$ cat src/rtl/adc_avg_pkg.sv
// Shared types and constants for the adc_avg block-averaging datapath.
// The optional offset feature is enabled by defining ADC_AVG_OFFSET_EN.
package adc_avg_pkg;

    localparam int DATA_W     = 24;
    localparam int LOG2_N_MAX = 8;

    typedef logic [0:0] ch_t;

    typedef struct packed {
        ch_t               ch;
        logic [DATA_W-1:0] data;
    } fifo_entry_t;

endpackage

$ cat src/rtl/adc_avg_fifo.sv
// Two-entry result FIFO; entry 0 is always the head so the read port is a plain register.
// A push while full is dropped unless a pop happens in the same cycle.
module adc_avg_fifo
    import adc_avg_pkg::*;
(
    input  logic        clk,
    input  logic        rst_l,
    input  logic        push,
    input  fifo_entry_t push_entry,
    output logic        full,
    input  logic        pop,
    output fifo_entry_t pop_entry,
    output logic        empty
);

    logic [1:0]  count;
    fifo_entry_t mem0;
    fifo_entry_t mem1;

    always_ff @(posedge clk or negedge rst_l) begin
        if (!rst_l) begin
            count <= 2'd0;
            mem0  <= '0;
            mem1  <= '0;
        end else begin
            case (count)
                2'd0: begin
                    if (push) begin
                        mem0  <= push_entry;
                        count <= 2'd1;
                    end
                end
                2'd1: begin
                    if (push && pop) begin
                        mem0 <= push_entry;
                    end else if (push) begin
                        mem1  <= push_entry;
                        count <= 2'd2;
                    end else if (pop) begin
                        count <= 2'd0;
                    end
                end
                default: begin
                    // Full: a pop shifts the tail forward and frees room for a same-cycle push.
                    if (pop) begin
                        mem0 <= mem1;
                        if (push) begin
                            mem1 <= push_entry;
                        end else begin
                            count <= 2'd1;
                        end
                    end
                end
            endcase
        end
    end

    assign full      = (count == 2'd2);
    assign empty     = (count == 2'd0);
    assign pop_entry = mem0;

endmodule

$ cat src/rtl/adc_avg.sv
// Per-channel block averager for a one- or two-channel ADC stream, with a 2-entry result FIFO.
// Define ADC_AVG_OFFSET_EN to add saturating per-channel offset subtraction (ports offset0/offset1).
module adc_avg
    import adc_avg_pkg::*;
#(
    parameter int LOG2_N = 4
) (
    input  logic              clk,
    input  logic              rst_l,
    input  logic              sync,
    input  logic              dual_ch,
    input  logic [DATA_W-1:0] in_data,
    input  logic              in_valid,
`ifdef ADC_AVG_OFFSET_EN
    input  logic [DATA_W-1:0] offset0,
    input  logic [DATA_W-1:0] offset1,
`endif
    output logic [DATA_W-1:0] out_data,
    output logic              out_ch,
    output logic              out_valid,
    input  logic              out_ready,
    output logic              overrun,
    output logic              busy
);

    localparam int ACC_W = DATA_W + LOG2_N;
    localparam int CNT_W = (LOG2_N > 0) ? LOG2_N : 1;
    localparam logic [CNT_W-1:0] LAST_CNT = CNT_W'((1 << LOG2_N) - 1);

    logic signed [ACC_W-1:0]  acc [2];
    logic        [CNT_W-1:0]  cnt [2];
    ch_t                      ch_ptr;
    logic signed [DATA_W-1:0] sample;
    logic signed [ACC_W-1:0]  sum;
    logic                     accept;
    logic                     complete;
    logic                     fifo_full;
    logic                     fifo_empty;
    logic                     pop;
    fifo_entry_t              push_entry;
    fifo_entry_t              head;

`ifdef ADC_AVG_OFFSET_EN
    logic [DATA_W-1:0]   offset_sel;
    logic signed [DATA_W:0] diff;

    assign offset_sel = ch_ptr[0] ? offset1 : offset0;

    // One guard bit is enough for the difference; clamp back into the 24-bit range.
    always_comb begin
        diff = $signed({in_data[DATA_W-1], in_data}) - $signed({offset_sel[DATA_W-1], offset_sel});
        if (diff[DATA_W] != diff[DATA_W-1]) begin
            sample = diff[DATA_W] ? {1'b1, {(DATA_W-1){1'b0}}} : {1'b0, {(DATA_W-1){1'b1}}};
        end else begin
            sample = diff[DATA_W-1:0];
        end
    end
`else
    assign sample = in_data;
`endif

    assign accept     = in_valid && !sync;
    assign complete   = accept && (cnt[ch_ptr] == LAST_CNT);
    assign sum        = acc[ch_ptr] + ACC_W'(sample);
    assign push_entry = '{ch: ch_ptr, data: DATA_W'(sum >>> LOG2_N)};
    assign pop        = !fifo_empty && out_ready;

    always_ff @(posedge clk or negedge rst_l) begin
        if (!rst_l) begin
            acc[0]  <= '0;
            acc[1]  <= '0;
            cnt[0]  <= '0;
            cnt[1]  <= '0;
            ch_ptr  <= '0;
            overrun <= 1'b0;
        end else if (sync) begin
            acc[0]  <= '0;
            acc[1]  <= '0;
            cnt[0]  <= '0;
            cnt[1]  <= '0;
            ch_ptr  <= '0;
            overrun <= 1'b0;
        end else begin
            if (accept) begin
                if (complete) begin
                    acc[ch_ptr] <= '0;
                    cnt[ch_ptr] <= '0;
                end else begin
                    acc[ch_ptr] <= sum;
                    cnt[ch_ptr] <= cnt[ch_ptr] + 1'b1;
                end
                ch_ptr <= dual_ch ? ~ch_ptr : '0;
            end
            if (complete && fifo_full && !pop) begin
                overrun <= 1'b1;
            end
        end
    end

    adc_avg_fifo u_fifo (
        .clk        (clk),
        .rst_l      (rst_l),
        .push       (complete),
        .push_entry (push_entry),
        .full       (fifo_full),
        .pop        (pop),
        .pop_entry  (head),
        .empty      (fifo_empty)
    );

    assign out_valid = !fifo_empty;
    assign out_data  = head.data;
    assign out_ch    = head.ch[0];
    assign busy      = (cnt[0] != '0) || (cnt[1] != '0) || !fifo_empty;

endmodule

$ cat config.mk
export PLATFORM = sky130hd
export DESIGN_NAME = adc_avg
export DESIGN_NICKNAME = d
export VERILOG_FILES = /design/src/rtl/adc_avg_pkg.sv /design/src/rtl/adc_avg_fifo.sv /design/src/rtl/adc_avg.sv
export SDC_FILE = /design/constraint.sdc
export NUM_CORES = 1
export LEC_CHECK = 0
export CORE_UTILIZATION = 60
export DETAILED_ROUTE_END_ITERATION = 10
export HOLD_SLACK_MARGIN = 0.02
export PLACE_DENSITY = 0.9
export SETUP_SLACK_MARGIN = 0.5
export SLEW_MARGIN = 20
export SYNTH_ARGS = -nofsm -noshare
export SYNTH_HDL_FRONTEND = slang
export SYNTH_SLANG_ARGS = --single-unit
$ cat constraint.sdc
create_clock -name clk -period 5.68 [get_ports clk]
set_input_delay 1.136 -clock clk [delete_from_list [all_inputs] [get_ports clk]]
set_output_delay 1.136 -clock clk [all_outputs]
set_load 0.005 [all_outputs]
==> Yosys cells after proc, flatten, opt, wreduce, memory -nomap -nowiden <==
Index checks and enable logic that the tools add are counted.
{ "totals": {"regBits": 118, "in_bits": 30, "output_inout_bits": 28, "elab_cells": 90} }
{ "op_classes": {"add_sub_neg": 2, "magnitude_cmp": 2, "eq_ne": 8, "muxes": 38, "n_bitwise": 7, "n_reduce_logical": 22} }
{ "op_table": {"columns": ["op", "count"], "rows": [
  ["56-bit two-way mux", 3],
  ["25-bit two-way mux", 6],
  ["28-bit two-way mux", 4],
  ["25-bit one-hot mux with 2 select lines", 2],
  ["56-bit AND", 1],
  ["56-bit bitwise mux", 1],
  ["56-bit inverter", 1],
  ["28-bit by 24-bit adder with 28-bit output", 1],
  ["28-bit demux with 1-bit select", 1],
  ["8-bit two-way mux", 3],
  ["4-bit two-way mux", 4],
  ["2-bit two-way mux", 6],
  ["8-bit AND", 1],
  ["8-bit bitwise mux", 1],
  ["8-bit inverter", 1],
  ["4-bit nonzero test", 2],
  ["1-bit logical AND", 7],
  ["3-bit AND reduction", 2],
  ["2-bit nonzero test", 3],
  ["1-bit two-way mux", 5],
  ["5-bit AND reduction", 1],
  ["4-bit by 1-bit adder with 4-bit output, second input constant", 1],
  ["4-bit demux with 1-bit select", 1],
  ["4-bit equality test, second input constant", 1],
  ["other kinds (15)", 20]
]} }

==> Depth between registers and ports, before layout <==
Gate-level depths: netlist (run 1).
{ "logic_depth": {"depth_word": 10, "ltp_mapped": 13, "depth_no_buf": 11} }

==> By module <==
Synthesis (run 1) repeated with hierarchy kept, for this count alone.
{ "unflattened": {"hier_cells": 780, "hier_area_um2": 7739.9} }
{ "by_module_without_submodules": {"columns": ["module", "instances", "cells_per_inst", "area_each_um2", "seq_area_each_um2"], "rows": [
  ["adc_avg", 1, 510, 4718.3, 1651.6],
  ["adc_avg_fifo", 1, 270, 3021.6, 1301.2]
]} }

==> Least setup slack after synthesis (run 1) <==
No wires, ideal clock.
{ "synth_timing": {"kind": "reg-to-reg", "start": "register ch_ptr", "end": "register u_fifo.mem1[18] (netlist bit)", "setup_time_ps": 125, "arrival_ps": 3300, "required_time_ps": 5555, "setup_slack_ps": 2255, "stages_incl_launch_ff": 14, "n_path_buf": 2, "period_less_slack_ps": 3425, "path_cell_list": "dfrtp_1 -> buf_1 -> clkbuf_1 -> mux2_2 -> ha_1 -> inv_1 -> fa_1 -> nor2b_4 -> o31a_1 -> o211ai_2 -> a21oi_1 -> or3_1 -> and2_1 -> mux2_2"} }
{ "synth_via": {"elab_chain_cells": 9, "word_cells_on_any_way": 17, "classes_between": "add/sub (1); eq/ne (2); mux (10); bitwise (1); reduce/logical (3)"} }
{ "synth_rtl": {"columns": ["item", "line", "rtl"], "rows": [
  ["start: declaration", "adc_avg.sv:32", "ch_t ch_ptr;"],
  ["start signal: assignment", "adc_avg.sv:92", "ch_ptr <= dual_ch ? ~ch_ptr : '0;"],
  ["1-bit inverter with 2-bit output (not written as such) *", "adc_avg.sv:63, adc_avg.sv:64", null],
  ["branches (longest 8 deep; another with 28-bit by 24-bit adder with 28-bit output)", null, null],
  ["end signal: assignment", "adc_avg_fifo.sv:37", "mem1 <= push_entry;"],
  ["end signal: assignment", "adc_avg_fifo.sv:48", "mem1 <= push_entry;"],
  ["end: declaration", "adc_avg_fifo.sv:18", "fifo_entry_t mem1;"]
]} }
Every way passes the cells marked *. The select of a mux whose other input is x is not followed.
A chain may end at the register's enable or synchronous reset.

==> Worst setup path after layout (run 1) <==
{ "layout_timing": {"start": "register ch_ptr", "end": "register acc[24] (netlist bit)"} }
{ "layout_via": {"elab_chain_cells": 10, "word_cells_on_any_way": 21, "classes_between": "add/sub (1); order compare (2); eq/ne (1); mux (12); bitwise (3); reduce/logical (2)"} }
{ "layout_rtl": {"columns": ["item", "line", "rtl"], "rows": [
  ["1-bit inverter with 2-bit output (not written as such) *", null, null],
  ["branches (longest 6 deep; another with 28-bit by 24-bit adder with 28-bit output)", null, null],
  ["56-bit two-way mux *", "adc_avg.sv:85", "if (complete) begin"],
  ["56-bit two-way mux *", "adc_avg.sv:84", "if (accept) begin"],
  ["56-bit two-way mux *", "adc_avg.sv:76", "end else if (sync) begin"],
  ["end signal: indexed assignment", "adc_avg.sv:89", "acc[ch_ptr] <= sum;"],
  ["end: declaration", "adc_avg.sv:30", "logic signed [ACC_W-1:0] acc [2];"]
]} }
Marks and branches as above.

==> results.md, run 1 <==
* Status: finished clean
* Netlist cell types at 62
* First-pass GRT wire length at between 20000 and 30000 microns
* Crit-path cells: buf_4 -> mux2_2 -> ha_1 -> a21oi_1 -> o21ai_0 -> a21oi_1 -> o21bai_1 -> a221oi_1 -> xor2_1 -> o21ai_0
* CP max FO at 28
* Final Critical Period at about 3.7 ns
* Count leader, synth: dfrtp_1
* Cell taking the most area after synthesis: dfrtp_1
* Post-synth EDFFs at 0
* Antenna Nets Post-Route at 0
* Routability congestion estimate at 0.889
* Fraction of registers with async set/reset at 1.00
* Startpoint type of the worst setup path: flop
* Finished Layout Cells at 930
* Number of detailed-routing iterations run before antenna repair at 5
* Mean post-synth cell area at roughly 9.2 sq um
* Via/cell ratio at 6.43
* Hold Crit Start: u_fifo.pop_entry[14]
* CTS HTree Levels at 4
* Synth Cell Area at about 6800 sq um
* Commonest cells in the netlist: 118 x dfrtp_1, 108 x nand2_1, 69 x a21oi_1
* Max_cap viols at 0
* Flops & latches, synth at between 100 and 150
* CTS tree: done
* Clock Skew at between 0.008 and 0.009 ns
* CP arrival at between 3 and 4 ns
* Pre-CTS setup slack at roughly 1.7 ns
* Die height at 109 microns
* Largest net degree at the start of global routing at 63
* Final Hold Viols at 0
* Num rows at 38
* Critical path data required time at 5.97 ns
* Placed insts at ~900
* # setup viols final at 0
* Critical path class: reg -> reg
* Top cell type's share of synthesized area at 0.434
* Length in cells of the worst reg-to-reg path at 10
* VDD IR max at ~0.00023 V
* Hold Crit Class: reg -> reg
* Longest Clk Path Bufs at 2
* Crit Reg-Reg Startpoint: ch_ptr
* Syn Nets at between 700 and 800
* DRC viols at 0
* Iteration-0 DRC Markers at about 510
* CTS Hold Bufs at 0
* Slew margin rel. at 0.182
* Cts bufs inserted at 17
* Die Footprint at about 12000 sq um
* Final WL at 18600 microns
* Synth warn at 0
* Setup TNS at 0 ns
* Area grow syn2layout at 17.9%
* # IOs at 58
* Sink Count at approximately 120
* Top_reg_cell synth: dfrtp_1
* Via count at about 6000
* Tot Pwr at 2500 uW
* HPWL after DPL at around 13000 microns
* Biggest cell delay along the critical path at between 0.7 and 0.8 ns
* Core box area at 10900 sq um
* Setup slack after layout at 2.03 ns
* Ant diodes at 0
* Worst-skew pair later-pin latency at 0.43 ns
* Number of global-route vias before repair at about 6000
* Final Util at 0.734
* Root Driver: clkbuf_16
* PostCTS Resize Cnt at 0
* Nets at about 840
* Buffers on Ports at 57
* GRT Overall Usage at 0.335
* Worst setup EP type: flop
* Post-synthesis sequential area ratio at 0.434
* CP Launch Point: ch_ptr
* Synth Instances at 740
* Clock transition at path regs at approximately 0.060 ns
* Pwr/cell area at between 300 and 400 nW/um^2
* CP max-delay cell: dfrtp_2
* Chip width at 109 microns
* RSZ-0062 raised after global routing: false
* Starting Density at 0.623
* Final slew viol count at 0
* Leakage dissipation at between 0.003 and 0.004 uW
* CP Capture Point: acc[24]
* Reg2reg end: acc[24]
* Fin crit share at 0.643
* Area contributors post-synth: dfrtp_1 43%, mux2_2 6.5%, nand2_1 6.0%
* Setup Buffers After CTS at 0
* Measured slew at the worst slew-check pin at approximately 1.2 ns
* GRT Residual Overflow at 0
* Maximum clock frequency at ~270 MHz
* Layout cell share with drive strength beyond 1 at 0.123
* Reg2Reg Setup Slack at about 2.0 ns
* Routed WL per cell at 20.0 microns
* Initial antenna violation count at 0
## cells by family after synthesis
group,count (synthesis),share of synthesized area
AND/OR/NAND/NOR,249,0.171
XOR/XNOR,21,0.0270
AO/OA/AOI/OAI,219,0.204
adder cells (fa/ha/maj),29,0.0544
multiplexers,49,0.0792
buffers and inverters,55,0.0312
flip-flops,118,0.434
## sequential cells by signal (all words and copies together), names as in the netlist
name / cells
ch_ptr: 1
u_fifo.count: 2
u_fifo.pop_entry: 25
acc: 56
overrun: 1
u_fifo.mem1: 25
cnt: 8
## cell type report
type | count | area (sq um)
fill | 762 | 2910
timing repair buffer | 65 | 628
clock inverter | 14 | 151
multi-input combinational | 567 | 3650
clock buffer | 18 | 439
sequential | 118 | 2950
inverter | 8 | 30.0
tap | 140 | 175
## layer usage
metal | GRT usage | wire (microns) | up-vias
met3 | 0.0753 | 1120 | 73
met5 | 0 | 0 | -
met4 | 0.191 | 840 | 0
li1 | - | - | 2743
met2 | 0.561 | 9210 | 271
met1 | 0.396 | 7460 | 2889
## metrics by stage
stage	hold WS, ns	instance area (sq um)
6_report	0.480	8030
5_1_grt	0.493	8030
4_1_cts	0.482	8030
3_5_place_dp	0.469	7430
3_3_place_gp	0.456	7430
2_1_floorplan	0.441	6810
## worst min path at each step
stage | endpoint | slack, ns | cells after the start
floorplan | u_fifo.mem1[7] | 0.44 | 2
global placement | acc[19] | 0.46 | 2
detailed placement | u_fifo.mem1[7] | 0.47 | 2
CTS | u_fifo.mem1[7] | 0.48 | 2
global route | u_fifo.mem1[7] | 0.49 | 2
finish | u_fifo.pop_entry[14] | 0.48 | 2
## power by group
group / switching, uW / internal (uW) / total [uW] / leakage (uW)
Sequential: 24.5 / 875 / 900 / 0.00163
Clock: 416 / 658 / 1070 / 0.000275
Combinational: 328 / 199 / 527 / 0.00176
Total: 768 / 1730 / 2500 / 0.00366
## layout by cell type, fill, tap and decap left out, drive strengths merged, types with 5 or more instances in the layout
master and n:
a22o 9, clkinv 5, nor2 44, buf 9, ha 28, nand2b 5, o31ai 5, clkinvlp 5
o21ai 69, a21oi 71, or3 8, and2 8, nor2b 7, mux2 39, inv 10, a31oi 10
clkbuf 18, xnor2 8, xor2 13, clkdlybuf4s50 56, nor3 19, nand2 108, mux2i 10, and3 17
o21bai 5, dfrtp 118, a21o 8, o211ai 5, nand3 18, o21a 6
## critical path: cells and delay by family, from the launching register on
kind	cells	cell delay, ns
AO/OA/AOI/OAI	6	1.32
XOR/XNOR	1	0.37
adder cells (fa/ha/maj)	1	0.35
buffers and inverters	1	0.34
flip-flops	1	0.77
multiplexers	1	0.36
Power figures use the tool's default switching activity.
==> run 2, diff against run 1 <==
--- a/config.mk
+++ b/config.mk
@@ -5,10 +5,10 @@
 export SDC_FILE = /design/constraint.sdc
 export NUM_CORES = 1
 export LEC_CHECK = 0
-export CORE_UTILIZATION = 60
+export CORE_UTILIZATION = 53
 export DETAILED_ROUTE_END_ITERATION = 10
 export HOLD_SLACK_MARGIN = 0.02
-export PLACE_DENSITY = 0.9
+export PLACE_DENSITY = 0.85
 export SETUP_SLACK_MARGIN = 0.5
 export SLEW_MARGIN = 20
 export SYNTH_ARGS = -nofsm -noshare
==> constraint.sdc (replaced) <==
create_clock -name clk -period 3 [get_ports clk]
set_input_delay 0.6 -clock clk [delete_from_list [all_inputs] [get_ports clk]]
set_output_delay 0.6 -clock clk [all_outputs]
set_load 0.005 [all_outputs]
==> run 2 against run 1 <==
Compared with the run above: the run now ends with negative setup slack left; clock power is 96% higher; maximum frequency is 15% higher; highest routed layer is now met5; critical path type unchanged; clock skew rose by 0.0075 ns.
==> results.md, run 2 (synthesized netlist as in run 1, its figures left out) <==
* # IOs at a little under 60
* Reg2reg end: u_fifo.mem1[21]
* WP buf/inv at 3
* Largest net degree at the start of global routing at 49
* CP arrival at roughly 3.6 ns
* Longest Clk Path Bufs at 2
* CTS tree: done
* Core box area at roughly 13000 sq um
* Clock transition at path regs at 0.05 ns
* Biggest cell delay along the critical path at between 0.3 and 0.4 ns
* VDD IR max at 0.000543 V
* Area grow syn2layout at 50.5%
* Worst setup EP type: flop
* Final Critical Period at ~3.2 ns
* Commonest non-fill, non-tap cells in the layout: 118 x dfrtp_1, 101 x buf_4, 97 x nand2_1, 56 x clkdlybuf4s50_1, 45 x a21oi_1
* First-pass GRT wire length at 41300 microns
* Pwr/cell area at between 500 and 600 nW/um^2
* Die Footprint at between 10000 and 15000 sq um
* CP max-delay cell: mux2_2
* Critical path class: reg -> reg
* Cell class contributing the biggest share of worst-path delay: simple AND/OR/NAND/NOR gates
* Via/cell ratio at roughly 7.3
* Final slew viol count at 0
* Leakage dissipation at ~0.0046 uW
* Final Hold Viols at 0
* Setup slack after layout at -0.184 ns
* CTS HTree Levels at 4
* Maximum clock frequency at approximately 310 MHz
* Chip width at 115 microns
* Cts bufs inserted at 17
* Length in cells of the worst reg-to-reg path at 11
* HPWL after DPL at between 10000 and 15000 microns
* Antenna Nets Post-Route at 0
* CP most frequent cell: buf_12
* Iteration-0 DRC Markers at about 1300
* Most common cell after layout, fill and taps aside: dfrtp_1
* Nets at 956
* Reg2Reg Setup Slack at -0.18 ns
* Setup TNS at -5.09 ns
* Tot Pwr at 5800 uW
* CTS Hold Bufs at 0
* Failing checks: negative setup slack
* Number of global-route vias before repair at between 7000 and 8000
* Crit-path cells: buf_12 -> buf_12 -> mux2_2 -> ha_1 -> buf_4 -> o211ai_1 -> nor2_1 -> a31oi_4 -> and3_4 -> nor3_4 -> mux2_4
* # setup viols final at between 60 and 70
* Hold Crit Class: in -> async
* DRC viols at 0
* Layout cell share with drive strength beyond 1 at 0.399
* Starting Density at 0.542
* Slew margin rel. at 0.355
* CP max FO at 14
* Ant diodes at 0
* Routability congestion estimate at between 0.9 and 1
* Clock Skew at around 0.016 ns
* Startpoint type of the worst setup path: flop
* Via count at about 7900
* Final WL at just over 30000 microns
* Largest register by flop count: acc
* Initial antenna violation count at 0
* GRT Residual Overflow at 0
* Die height at 115 microns
* Num rows at 41
* Sink Count at 118
* RSZ-0062 raised after global routing: true
* Worst-skew pair later-pin latency at roughly 0.43 ns
* Area after DPL at roughly 8300 sq um
* Non-Filler Cell Area, Final at a little over 10000 sq um
* Routed WL per cell at approximately 28 microns
* Critical path data required time at between 3 and 4 ns
* Buffers on Ports at 57
* Root Driver: clkbuf_16
* GRT Overall Usage at 0.417
* Fin crit share at 1.06
* Max reg flops at 56
* Number of detailed-routing iterations run before antenna repair at 7
* Measured slew at the worst slew-check pin at 0.963 ns
* Crit Reg-Reg Startpoint: ch_ptr
* Max_cap viols at 0
* Status: finished, violations left
[run 2: changes by cell type in the layout (fill, tap and decap cells not counted), moves of 14 or more]
cell     delta
a21oi_1    -24
a21oi_2    +19
buf_4      +92
buf_6      +20
ha_1       -15
ha_4       +14
mux2_2     -17
mux2_4     +17
o21ai_0    -51
o21ai_1    +26
o21ai_2    +21
[run 2: repair_timing]
action                                  CTS  global route
cloned                                    0             0
setup buffers                            16            16
pin swaps                                34            41
resized for setup                       184            87
endpoints found under the setup margin  103           111
[run 2: how the worst max path moves through the flow]
stage | slack [ns] | start | cells after the start | end
5_1_grt | -0.20 | ch_ptr | 13 | acc[41]
6_report | -0.18 | ch_ptr | 11 | u_fifo.mem1[21]
2_1_floorplan | 0.02 | ch_ptr | 13 | u_fifo.mem1[18]
3_5_place_dp | -0.34 | in_data[0] | 12 | acc[16]
4_1_cts | 0.007 | ch_ptr | 11 | u_fifo.pop_entry[19]
3_3_place_gp | -0.14 | in_data[0] | 11 | u_fifo.mem1[18]
[run 2: final cells by class]
| type | count | area, sq um |
|---|---|---|
| repair buffers | 185 | 1690 |
| clock inverters | 8 | 95.1 |
| fillers | 561 | 2320 |
| multi-input cells | 567 | 4750 |
| well taps | 172 | 215 |
| flip-flops and latches | 118 | 2950 |
| inverters | 8 | 32.5 |
| clock buffers | 24 | 502 |
[run 2: where the power goes]
group          internal (uW)  total [uW]  switching, uW
Clock                   1330        2100            771
Combinational            853        1990           1140
Sequential              1660        1720           57.3
[run 2: routing by layer]
layer,vias up,global-route usage,wire [microns]
li1,2978,-,-
met1,3723,0.527,10300
met2,833,0.634,13100
met3,333,0.113,4090
met4,2,0.268,2880
met5,-,0,45
[run 2: worst register-to-register path: cells and delay by family (launching register included)]
kind	cells	cell delay (ns)
simple gates	3	0.91
mux	2	0.61
buf+inv	3	0.52
compound gates	2	0.39
flops	1	0.37
fa+ha+maj	1	0.32
[run 2: through the flow]
step	cells	util	setup WS, ns	hold slack [ns]
detailed placement	1018	0.658	-0.338	0.469
CTS	1066	0.776	0.00657	0.233
global route	1082	0.815	-0.202	0.263
floorplan	740	-	0.0206	0.304
global placement	1018	0.658	-0.136	0.454
finish	1082	0.815	-0.184	0.218
==> run 3, diff against run 2 <==
--- a/config.mk
+++ b/config.mk
@@ -5,10 +5,10 @@
 export SDC_FILE = /design/constraint.sdc
 export NUM_CORES = 1
 export LEC_CHECK = 0
-export CORE_UTILIZATION = 53
+export CORE_UTILIZATION = 50
 export DETAILED_ROUTE_END_ITERATION = 10
 export HOLD_SLACK_MARGIN = 0.02
-export PLACE_DENSITY = 0.85
+export PLACE_DENSITY = 0.78
 export SETUP_SLACK_MARGIN = 0.5
 export SLEW_MARGIN = 20
 export SYNTH_ARGS = -nofsm -noshare
==> constraint.sdc (replaced) <==
create_clock -name clk -period 3.2 [get_ports clk]
set_input_delay 0.64 -clock clk [delete_from_list [all_inputs] [get_ports clk]]
set_output_delay 0.64 -clock clk [all_outputs]
set_load 0.005 [all_outputs]
==> run 3 against run 2 <==
Compared with the run above: the flow now finishes without violations; power is 9.4% lower; core utilization down 7.3 points; final area shrank 4.1%; highest routed layer is now met4.
==> results.md, run 3 (synthesized netlist as in run 1, its figures left out) <==
* Iteration-0 DRC Markers at slightly above 600
* RSZ-0062 raised after global routing: true
* Setup TNS at 0 ns
* DRC viols at 0
* Clock transition at path regs at roughly 0.06 ns
* HPWL after DPL at around 14000 microns
* Critical path class: reg -> reg
* Antenna Nets Post-Route at 0
* Reg2reg end: u_fifo.pop_entry[19]
* Final Critical Period at slightly above 3 ns
* Routability congestion estimate at roughly 0.86
* Fin crit share at 0.972
* Maximum clock frequency at 321 MHz
* Commonest non-fill, non-tap cells in the layout: 117 x dfrtp_1, 102 x nand2_1, 91 x buf_4, 56 x clkdlybuf4s50_1, 53 x a21oi_1
* Largest net degree at the start of global routing at between 50 and 60
* Most common cell after layout, fill and taps aside: dfrtp_1
* Worst setup EP type: flop
* Number of global-route vias before repair at approximately 6500
* Leakage dissipation at between 0.004 and 0.005 uW
* # IOs at 58
* Chip width at between 100 and 150 microns
* Filler cell count at 870
* Die height at roughly 120 microns
* Via count at 6643
* Reg2Reg Setup Slack at between 0.08 and 0.09 ns
* Die Footprint at between 10000 and 15000 sq um
* Via/cell ratio at just over 6
* Startpoint type of the worst setup path: flop
* Nets at 937
* Layout cell share with drive strength beyond 1 at 0.347
* Worst-skew pair later-pin latency at around 0.42 ns
* Num rows at 42
* Final slew viol count at 0
* GRT Residual Overflow at 0
* Non-Filler Cell Area, Final at between 9000 and 10000 sq um
* GRT Overall Usage at 0.301
* Length in cells of the worst reg-to-reg path at 12
* Final WL at between 20000 and 25000 microns
* Core box area at between 10000 and 15000 sq um
* Pwr/cell area at 536 nW/um^2
* CP arrival at ~3.4 ns
* Buffers on Ports at between 50 and 60
* Area grow syn2layout at 44.3%
* Sink Count at 118
* Critical path data required time at between 3 and 4 ns
* Setup slack after layout at between 0.08 and 0.09 ns
* Max_cap viols at 0
* Measured slew at the worst slew-check pin at a little over 1 ns
* CTS tree: done
* Area after DPL at approximately 8000 sq um
* Routed WL per cell at 21.1 microns
* Placed insts at roughly 1000
* Ant diodes at 0
* Crit Reg-Reg Startpoint: ch_ptr
* Starting Density at 0.514
* Pre-CTS setup slack at -0.135 ns
* Longest Clk Path Bufs at 2
* Final Hold Viols at 0
* Hold Crit Class: in -> async
* CTS Hold Bufs at 0
* Largest register by flop count: acc
* # setup viols final at 0
* Slew margin rel. at 0.312
* CTS HTree Levels at 4
* VDD IR max at 0.000540 V
* Initial antenna violation count at 0
* Status: finished clean
* Finished Layout Cells at around 1100
* Root Driver: clkbuf_16
* Number of detailed-routing iterations run before antenna repair at 5
* Max reg flops at 56
* CP max FO at 5
* Cts bufs inserted at 17
* Clock Skew at roughly 0.0076 ns
* First-pass GRT wire length at roughly 33000 microns
## run 3: cell types whose count changed in the layout (fill, tap and decap cells not counted), sizes merged
cell	before	now
buf	129	108
clkinv	4	3
inv	8	15
bufbuf	0	1
clkinvlp	2	0
clkbuf	24	18
bufinv	2	5
## run 3: how the worst max path moves through the flow
stage / cells past startpoint / start / to / slack [ns]
2_1_floorplan: 13 / ch_ptr / u_fifo.mem1[18] / 0.22
3_3_place_gp: 12 / in_data[0] / u_fifo.pop_entry[8] / -0.02
3_5_place_dp: 11 / in_data[0] / acc[16] / -0.13
4_1_cts: 12 / ch_ptr / u_fifo.pop_entry[7] / 0.14
5_1_grt: 11 / ch_ptr / u_fifo.pop_entry[19] / 0.02
6_report: 12 / ch_ptr / u_fifo.pop_entry[19] / 0.09
## run 3: cell type report
cell class / count / area, sq um / share of cell area
well taps: 176 / 220 / 0.0224
multi-input cells: 567 / 4430 / 0.451
repair buffers: 166 / 1530 / 0.155
clock buffers: 17 / 425 / 0.0433
inverters: 8 / 30.0 / 0.00306
clock inverters: 15 / 238 / 0.0242
flip-flops and latches: 118 / 2950 / 0.301
## run 3: stage by stage
step | hold slack, ns | power, uW | utilization
3_5_place_dp | 0.463 | 2740 | 0.607
4_1_cts | 0.319 | 5030 | 0.695
6_report | 0.299 | 5260 | 0.742
3_3_place_gp | 0.455 | 2710 | 0.607
5_1_grt | 0.366 | 5430 | 0.742
2_1_floorplan | 0.344 | 2270 | -
## run 3: critical path: stages, from the launching register on
cell       delay, ns
dfrtp_2         0.46
buf_12          0.16
mux2_4          0.31
ha_4            0.18
buf_4           0.14
a211oi_4        0.24
o21ai_2         0.10
buf_6           0.14
o2111ai_4       0.28
a41o_1          0.33
mux2_4          0.35
a31oi_1         0.18
o21ai_0         0.10
## run 3: power breakdown
part / switching, uW / internal (uW) / total, uW
registers: 39.6 / 1550 / 1590
logic: 812 / 687 / 1500
clock network: 766 / 1400 / 2170
## run 3: timing repair
| item | in CTS | in global routing |
|---|---|---|
| endpoints found under the hold margin | 0 | 0 |
| resized for setup | 67 | 126 |
| buffers inserted | 16 | 19 |
| gates cloned | 3 | 0 |
| endpoints found under the setup margin | 90 | 98 |
| pin swaps | 28 | 55 |
## run 3: metal layers
metal	GRT usage	part of all wire
met5	0	0
met4	0.134	0.060
met3	0.0516	0.052
met2	0.530	0.51
met1	0.358	0.37
